--- src/rtl/seg7_pkg.sv ---
`default_nettype none
// ==========================================================================
// seg7_pkg : shared 7-segment types and segment code constants.  Rev 1.0
// ==========================================================================
package seg7_pkg;

  typedef logic [6:0] seg7_t;   // {g,f,e,d,c,b,a}, active high
  typedef logic [3:0] bcd_t;

  localparam seg7_t SEG_BLANK = 7'h00;
  localparam seg7_t SEG_ERR   = 7'h79;

  localparam seg7_t SEG_0 = 7'h3F;
  localparam seg7_t SEG_1 = 7'h06;
  localparam seg7_t SEG_2 = 7'h5B;
  localparam seg7_t SEG_3 = 7'h4F;
  localparam seg7_t SEG_4 = 7'h66;
  localparam seg7_t SEG_5 = 7'h6D;
  localparam seg7_t SEG_6 = 7'h7D;
  localparam seg7_t SEG_7 = 7'h07;
  localparam seg7_t SEG_8 = 7'h7F;
  localparam seg7_t SEG_9 = 7'h6F;

  localparam int BCD_W = 4;

endpackage
`default_nettype wire

--- src/rtl/seg7_bcd_decode.sv ---
`default_nettype none
// ==========================================================================
// seg7_bcd_decode : combinational BCD to segment decoder, non-BCD -> 'E'.  Rev 1.0
// ==========================================================================
module seg7_bcd_decode
  import seg7_pkg::*;
(
  input  logic [3:0] bcd_i,
  output logic [6:0] seg_o
);

  always_comb begin
    seg_o = SEG_ERR;
    case (bcd_i)
      4'd0:    seg_o = SEG_0;
      4'd1:    seg_o = SEG_1;
      4'd2:    seg_o = SEG_2;
      4'd3:    seg_o = SEG_3;
      4'd4:    seg_o = SEG_4;
      4'd5:    seg_o = SEG_5;
      4'd6:    seg_o = SEG_6;
      4'd7:    seg_o = SEG_7;
      4'd8:    seg_o = SEG_8;
      4'd9:    seg_o = SEG_9;
      default: seg_o = SEG_ERR;
    endcase
  end

endmodule
`default_nettype wire

--- src/rtl/seg7_scan_ctrl.sv ---
`default_nettype none
// ==========================================================================
// seg7_scan_ctrl : N-digit multiplexed 7-seg scanner with tear-free frame load.  Rev 1.0
// ==========================================================================
module seg7_scan_ctrl
  import seg7_pkg::*;
#(
  parameter int NUM_DIGITS   = 4,
  parameter int REFRESH_DIV  = 50000,
  parameter int BLANK_CYCLES = 2
) (
  input  logic                      clk,
  input  logic                      rst_n,
  input  logic                      enable,
  input  logic                      lz_en,
  input  logic                      load_valid,
  output logic                      load_ready,
  input  logic [4*NUM_DIGITS-1:0]   load_data,
  output logic [6:0]                seg,
  output logic [NUM_DIGITS-1:0]     dig_en,
  output logic                      frame_start
);

  localparam int CW = (REFRESH_DIV > 1) ? $clog2(REFRESH_DIV) : 1;
  localparam int IW = $clog2(NUM_DIGITS);
  localparam int FW = BCD_W * NUM_DIGITS;

  localparam logic [CW-1:0] CNT_LAST = CW'(REFRESH_DIV - 1);
  localparam logic [IW-1:0] IDX_LAST = IW'(NUM_DIGITS - 1);

  logic [CW-1:0]          cnt_q, cnt_d;
  logic [IW-1:0]          idx_q, idx_d;
  logic [FW-1:0]          active_q, active_d;
  logic [FW-1:0]          pending_q, pending_d;
  logic                   pending_full_q, pending_full_d;
  logic [6:0]             seg_q, seg_d;
  logic [NUM_DIGITS-1:0]  dig_en_q, dig_en_d;
  logic                   frame_start_q, frame_start_d;

  logic                   boundary;
  logic                   accept;
  logic                   commit;
  logic [NUM_DIGITS-1:0]  lz_supp;
  logic [3:0]             digit_sel;
  logic [6:0]             dec_seg;

  // Frame buffer and handshake: pending only moves into active at a boundary
  // or while the display is dark, so a frame is never shown half-updated.
  always_comb begin
    boundary       = enable && (cnt_q == '0) && (idx_q == '0);
    accept         = load_valid && !pending_full_q;
    commit         = pending_full_q && (boundary || !enable);
    active_d       = commit ? pending_q : active_q;
    pending_d      = accept ? load_data : pending_q;
    pending_full_d = pending_full_q;
    if (accept) begin
      pending_full_d = 1'b1;
    end else if (commit) begin
      pending_full_d = 1'b0;
    end
  end

  always_comb begin
    cnt_d = '0;
    idx_d = '0;
    if (enable) begin
      if (cnt_q == CNT_LAST) begin
        cnt_d = '0;
        idx_d = (idx_q == IDX_LAST) ? '0 : idx_q + 1'b1;
      end else begin
        cnt_d = cnt_q + 1'b1;
        idx_d = idx_q;
      end
    end
  end

  // Scan downward from the MSD: a digit is suppressed while it and all
  // digits above it are zero; digit 0 always shows.
  always_comb begin
    logic run_zero;
    run_zero = 1'b1;
    lz_supp  = '0;
    for (int k = NUM_DIGITS - 1; k >= 0; k--) begin
      run_zero   = run_zero && (active_d[BCD_W*k +: BCD_W] == 4'd0);
      lz_supp[k] = lz_en && run_zero && (k != 0);
    end
  end

  always_comb begin
    digit_sel = active_d[BCD_W*int'(idx_q) +: BCD_W];
  end

  seg7_bcd_decode u_decode (
    .bcd_i (digit_sel),
    .seg_o (dec_seg)
  );

  always_comb begin
    seg_d         = SEG_BLANK;
    dig_en_d      = '0;
    frame_start_d = boundary;
    if (enable && (int'(cnt_q) >= BLANK_CYCLES)) begin
      dig_en_d = NUM_DIGITS'(1) << idx_q;
      seg_d    = lz_supp[idx_q] ? SEG_BLANK : dec_seg;
    end
  end

  always_ff @(posedge clk or negedge rst_n) begin
    if (!rst_n) begin
      cnt_q          <= '0;
      idx_q          <= '0;
      active_q       <= '0;
      pending_q      <= '0;
      pending_full_q <= 1'b0;
      seg_q          <= SEG_BLANK;
      dig_en_q       <= '0;
      frame_start_q  <= 1'b0;
    end else begin
      cnt_q          <= cnt_d;
      idx_q          <= idx_d;
      active_q       <= active_d;
      pending_q      <= pending_d;
      pending_full_q <= pending_full_d;
      seg_q          <= seg_d;
      dig_en_q       <= dig_en_d;
      frame_start_q  <= frame_start_d;
    end
  end

  assign load_ready  = !pending_full_q;
  assign seg         = seg_q;
  assign dig_en      = dig_en_q;
  assign frame_start = frame_start_q;

endmodule
`default_nettype wire

--- config.mk ---
export PLATFORM = sky130hd
export DESIGN_NAME = seg7_scan_ctrl
export DESIGN_NICKNAME = d
export VERILOG_FILES = /design/src/rtl/seg7_pkg.sv /design/src/rtl/seg7_bcd_decode.sv /design/src/rtl/seg7_scan_ctrl.sv
export SDC_FILE = /design/constraint.sdc
export NUM_CORES = 1
export LEC_CHECK = 0
export CAP_MARGIN = 20
export CORE_MARGIN = 2
export CORE_UTILIZATION = 50
export DETAILED_ROUTE_END_ITERATION = 12
export PLACE_DENSITY = 0.75
export SLEW_MARGIN = 20
export SYNTH_ARGS = -nofsm -noshare
export SYNTH_HDL_FRONTEND = slang
export SYNTH_HIERARCHICAL = 1
export SYNTH_SLANG_ARGS = --single-unit
--- constraint.sdc ---
create_clock -name clk -period 3 [get_ports clk]
set_input_delay 0.45 -clock clk [delete_from_list [all_inputs] [get_ports clk]]
set_output_delay 0.45 -clock clk [all_outputs]
set_load 0.005 [all_outputs]
==> results of run 1 <==
==> metal layers <==
| layer | part of all wire | vias to the layer above | wire [um] |
|---|---|---|---|
| li1 | - | 1129 | - |
| met2 | 0.45 | 55 | 2880 |
| met3 | 0.044 | 11 | 285 |
| met1 | 0.49 | 1138 | 3140 |
| met5 | 0 | - | 0 |
| met4 | 0.016 | 0 | 103 |
==> cell type report <==
type	instances	share of cell area
clock buffers	10	0.0326
multi-input cells	218	0.410
inverters	13	0.0125
clock inverters	6	0.00960
flip-flops and latches	63	0.403
well taps	77	0.0246
repair buffers	45	0.107
==> registers in the layout, indices dropped and copies added, names as in the netlist <==
| signal | count |
|---|---|
| active_q | 16 |
| cnt_q | 16 |
| pending_q | 16 |
| seg | 7 |
| dig_en | 4 |
| idx_q | 2 |
| frame_start | 1 |
| pending_full_q | 1 |
==> through the flow <==
| stage | worst slack, ps | cell area, um2 | hold WS [ps] | std cells | TNS, ps |
|---|---|---|---|---|---|
| after floorplan | 19.4 | 3260 | 154 | 305 | 0 |
| after global placement | 177 | 3710 | 452 | 415 | 0 |
| after detailed placement | 126 | 3710 | 457 | 415 | 0 |
| after CTS | 142 | 3870 | 97.9 | 431 | 0 |
| after global routing | -1.87 | 3910 | 125 | 432 | -1.87 |
| final | 187 | 3910 | 95.4 | 432 | 0 |
==> report_power, final <==
group / total, W / switching [W] / internal, W
sequential: 0.00115 / 0.000132 / 0.00102
clock: 0.000626 / 0.000332 / 0.000294
combinational: 0.000665 / 0.000306 / 0.000359
==> cells in the mapped netlist (all sizes together) <==
master	count
o21a	1
nor2	18
ha	13
inv	13
o41ai	2
nand3	13
or4	1
o211ai	2
nand2	63
xnor2	4
xor2	10
o21ai	4
clkbuf	5
or2	1
a21o	3
nand2b	5
and3	4
buf	6
o21bai	1
nor4	7
o31a	2
and2	7
dfrtp	63
a21boi	7
nor2b	4
mux4	5
nor3	5
o2111ai	2
and4	1
a2bb2oi	1
mux2i	14
nand4	1
or3	1
mux2	16
==> layout by cell type, fill, tap and decap left out, types with 2 or more instances in the layout <==
cell / n
nor2b_1: 4
mux2i_1: 14
mux2_2: 16
ha_1: 13
clkinv_2: 3
nand2_1: 63
clkdlybuf4s50_1: 32
buf_4: 11
and3_1: 4
mux4_2: 3
clkbuf_8: 9
nor4_1: 5
a21boi_0: 7
a21o_1: 2
nor3_2: 2
clkinvlp_4: 3
nor3_1: 3
dfrtp_1: 63
xnor2_1: 4
o21ai_0: 3
inv_1: 12
nor4_4: 2
nand2b_2: 2
nor2_1: 18
nand2b_1: 3
nand3_1: 13
and2_1: 7
o41ai_1: 2
xor2_1: 10
mux4_1: 2
==> logic make-up (layout without fill, tap and decap cells) <==
group,Yosys count,count (layout)
DFF,63,63
xor gates and xnor gates,14,14
muxes,35,35
buffers and inverters,24,74
adders and majority gates,13,13
and+or+nand+nor,131,131
AOI/OAI and AO/OA,25,25
==> timing repair <==
action                                 4_1_cts  5_1_grt
gates resized for setup                      0        5
endpoints found under the hold margin        0        0
setup endpoints to repair                    0        5
setup buffers                                0        1
==> critical path, stage by stage, from the launching register on <==
cell and delay (ps):
dfrtp_1 440, nor4_4 340, nand4_2 170, o21ai_4 210
mux4_1 560, inv_1 110, inv_1 100, ha_1 310
nand2b_1 150, a21o_1 180, a21boi_0 120
==> final timing paths <==
| kind | from | end | slack (ps) | depth (start not counted) |
|---|---|---|---|---|
| min reg2reg | active_q[1] | active_q[1] | 470 | 2 |
| min in group clk | active_q[1] | active_q[1] | 470 | 2 |
| max | cnt_q[7] | seg[3] | 190 | 10 |
| max reg2reg | cnt_q[7] | seg[3] | 190 | 10 |
| min | rst_n | cnt_q[6] | 100 | 1 |
| max in group asynchronous | rst_n | seg[6] | 2230 | 2 |
==> summary.txt, run 1 <==
clock net sink count: 63
Pwr Density: 624 mW/mm2
Sequential Area: 0.00158 mm2
unique cell type count in the Yosys netlist: 44
CP Data Required Time: 3210 ps
clock buffer depth: 2
largest family of logic cells by synthesized area: simple AND/OR/NAND/NOR gates
WL final: 6410 um
busiest grt layer: met2
CORE AREA: 0.00631 mm2
CP Capture Type: flip-flop
Simple-Gate Fraction of Synth Area: 0.194
met1 usage: 0.278
Port Buf Inserts: 33
largest net degree at the start of global routing: 26
Rows: 29
startpoint types: flip-flop
post-route DRC violation count: 0
worst hold-check path type: in2async
die area: 0.00718 mm2
I/O Pins: 34
DRT iter0 DRCs: 141
average cell area after synthesis: 10.7 um2
chip height: 84.7 um
synth top area cells: dfrtp_1 48%, nand2_1 7.3%, mux2_2 5.5%
Post-Synthesis Cells: 305
Hold Fails Final Rpt: 0
H-tree depth: 3
Max-cap violations: 0
post-synthesis mux area share: 0.135
DPL Wire Length: 4630 um
Worst-Margin Slew: 582 ps
top cell type's share of synthesized area: 0.484
Final setup violation count: 0
final number of max-transition violations: 0
status: complete, no violations
sequential area share after synthesis: 0.484
area taken by multi-input logic gates: 0.00160 mm2
synthesized-area fraction occupied by adder cells: 0.0499
GR Util All Layers: 0.200
grt met3 use: 0.0521
worst setup path category: reg2reg
area leader, netlist: dfrtp_1
Overall Power: 0.00244 W
first-pass GRT wire length: 11200 um
DR pass1 iterations: 4
Compound-Gate Fraction of Synth Area: 0.0680
cts-stage hold buffer count: 0
Worst Skew: 7.35 ps
initial core utilization: 0.516
clock buffer count from CTS: 9
diode count: 0
total congestion overflow: 0
Period minus WS final: 2810 ps
post-route ant nets: 0
crit path max fanout: 4
post-synthesis xor/xnor area fraction: 0.0376
initial antenna violation count: 0
chip width: 84.7 um
DR vias/cell: 5.40
Clock transition at path regs: 70 ps
VDD IR max: 0.435 mV
Rel. slew slack: 0.609
Final GP Congestion: 0.934
final core occ: 0.619
syn_nets: 339
share of cells above drive strength 1: 0.175
static leakage: 1.75 nW
synthesis-to-layout area growth: 20.0%
Clock Latency Late Sink: 350 ps
synthesized flop and latch total: 63
share of the clock period used by the worst path: 0.938
number of synthesis warnings: 6
DR WL/cell: 14.8 um
M2 GR Usage: 0.301
CTS tree: done
nets: 384
Vias: 2333
fill count: 568
crit path DAT: 3030 ps
Mapped Area: 0.00326 mm2
vias in the first global route: 2373
fmax: 355 MHz
root buffer cell: clkbuf_8
No activity file was read; power rests on OpenSTA's default activity.
==> run 2: changes to the inputs <==
--- a/config.mk
+++ b/config.mk
@@ -9,9 +9,11 @@
 export CORE_MARGIN = 2
 export CORE_UTILIZATION = 50
 export DETAILED_ROUTE_END_ITERATION = 12
+export GPL_ROUTABILITY_DRIVEN = 1
 export PLACE_DENSITY = 0.75
 export SLEW_MARGIN = 20
 export SYNTH_ARGS = -nofsm -noshare
 export SYNTH_HDL_FRONTEND = slang
 export SYNTH_HIERARCHICAL = 1
 export SYNTH_SLANG_ARGS = --single-unit
+export TNS_END_PERCENT = 100
==> results of run 2 <==
Same layout as run 1: the final DEF is identical, and so are final timing and power.
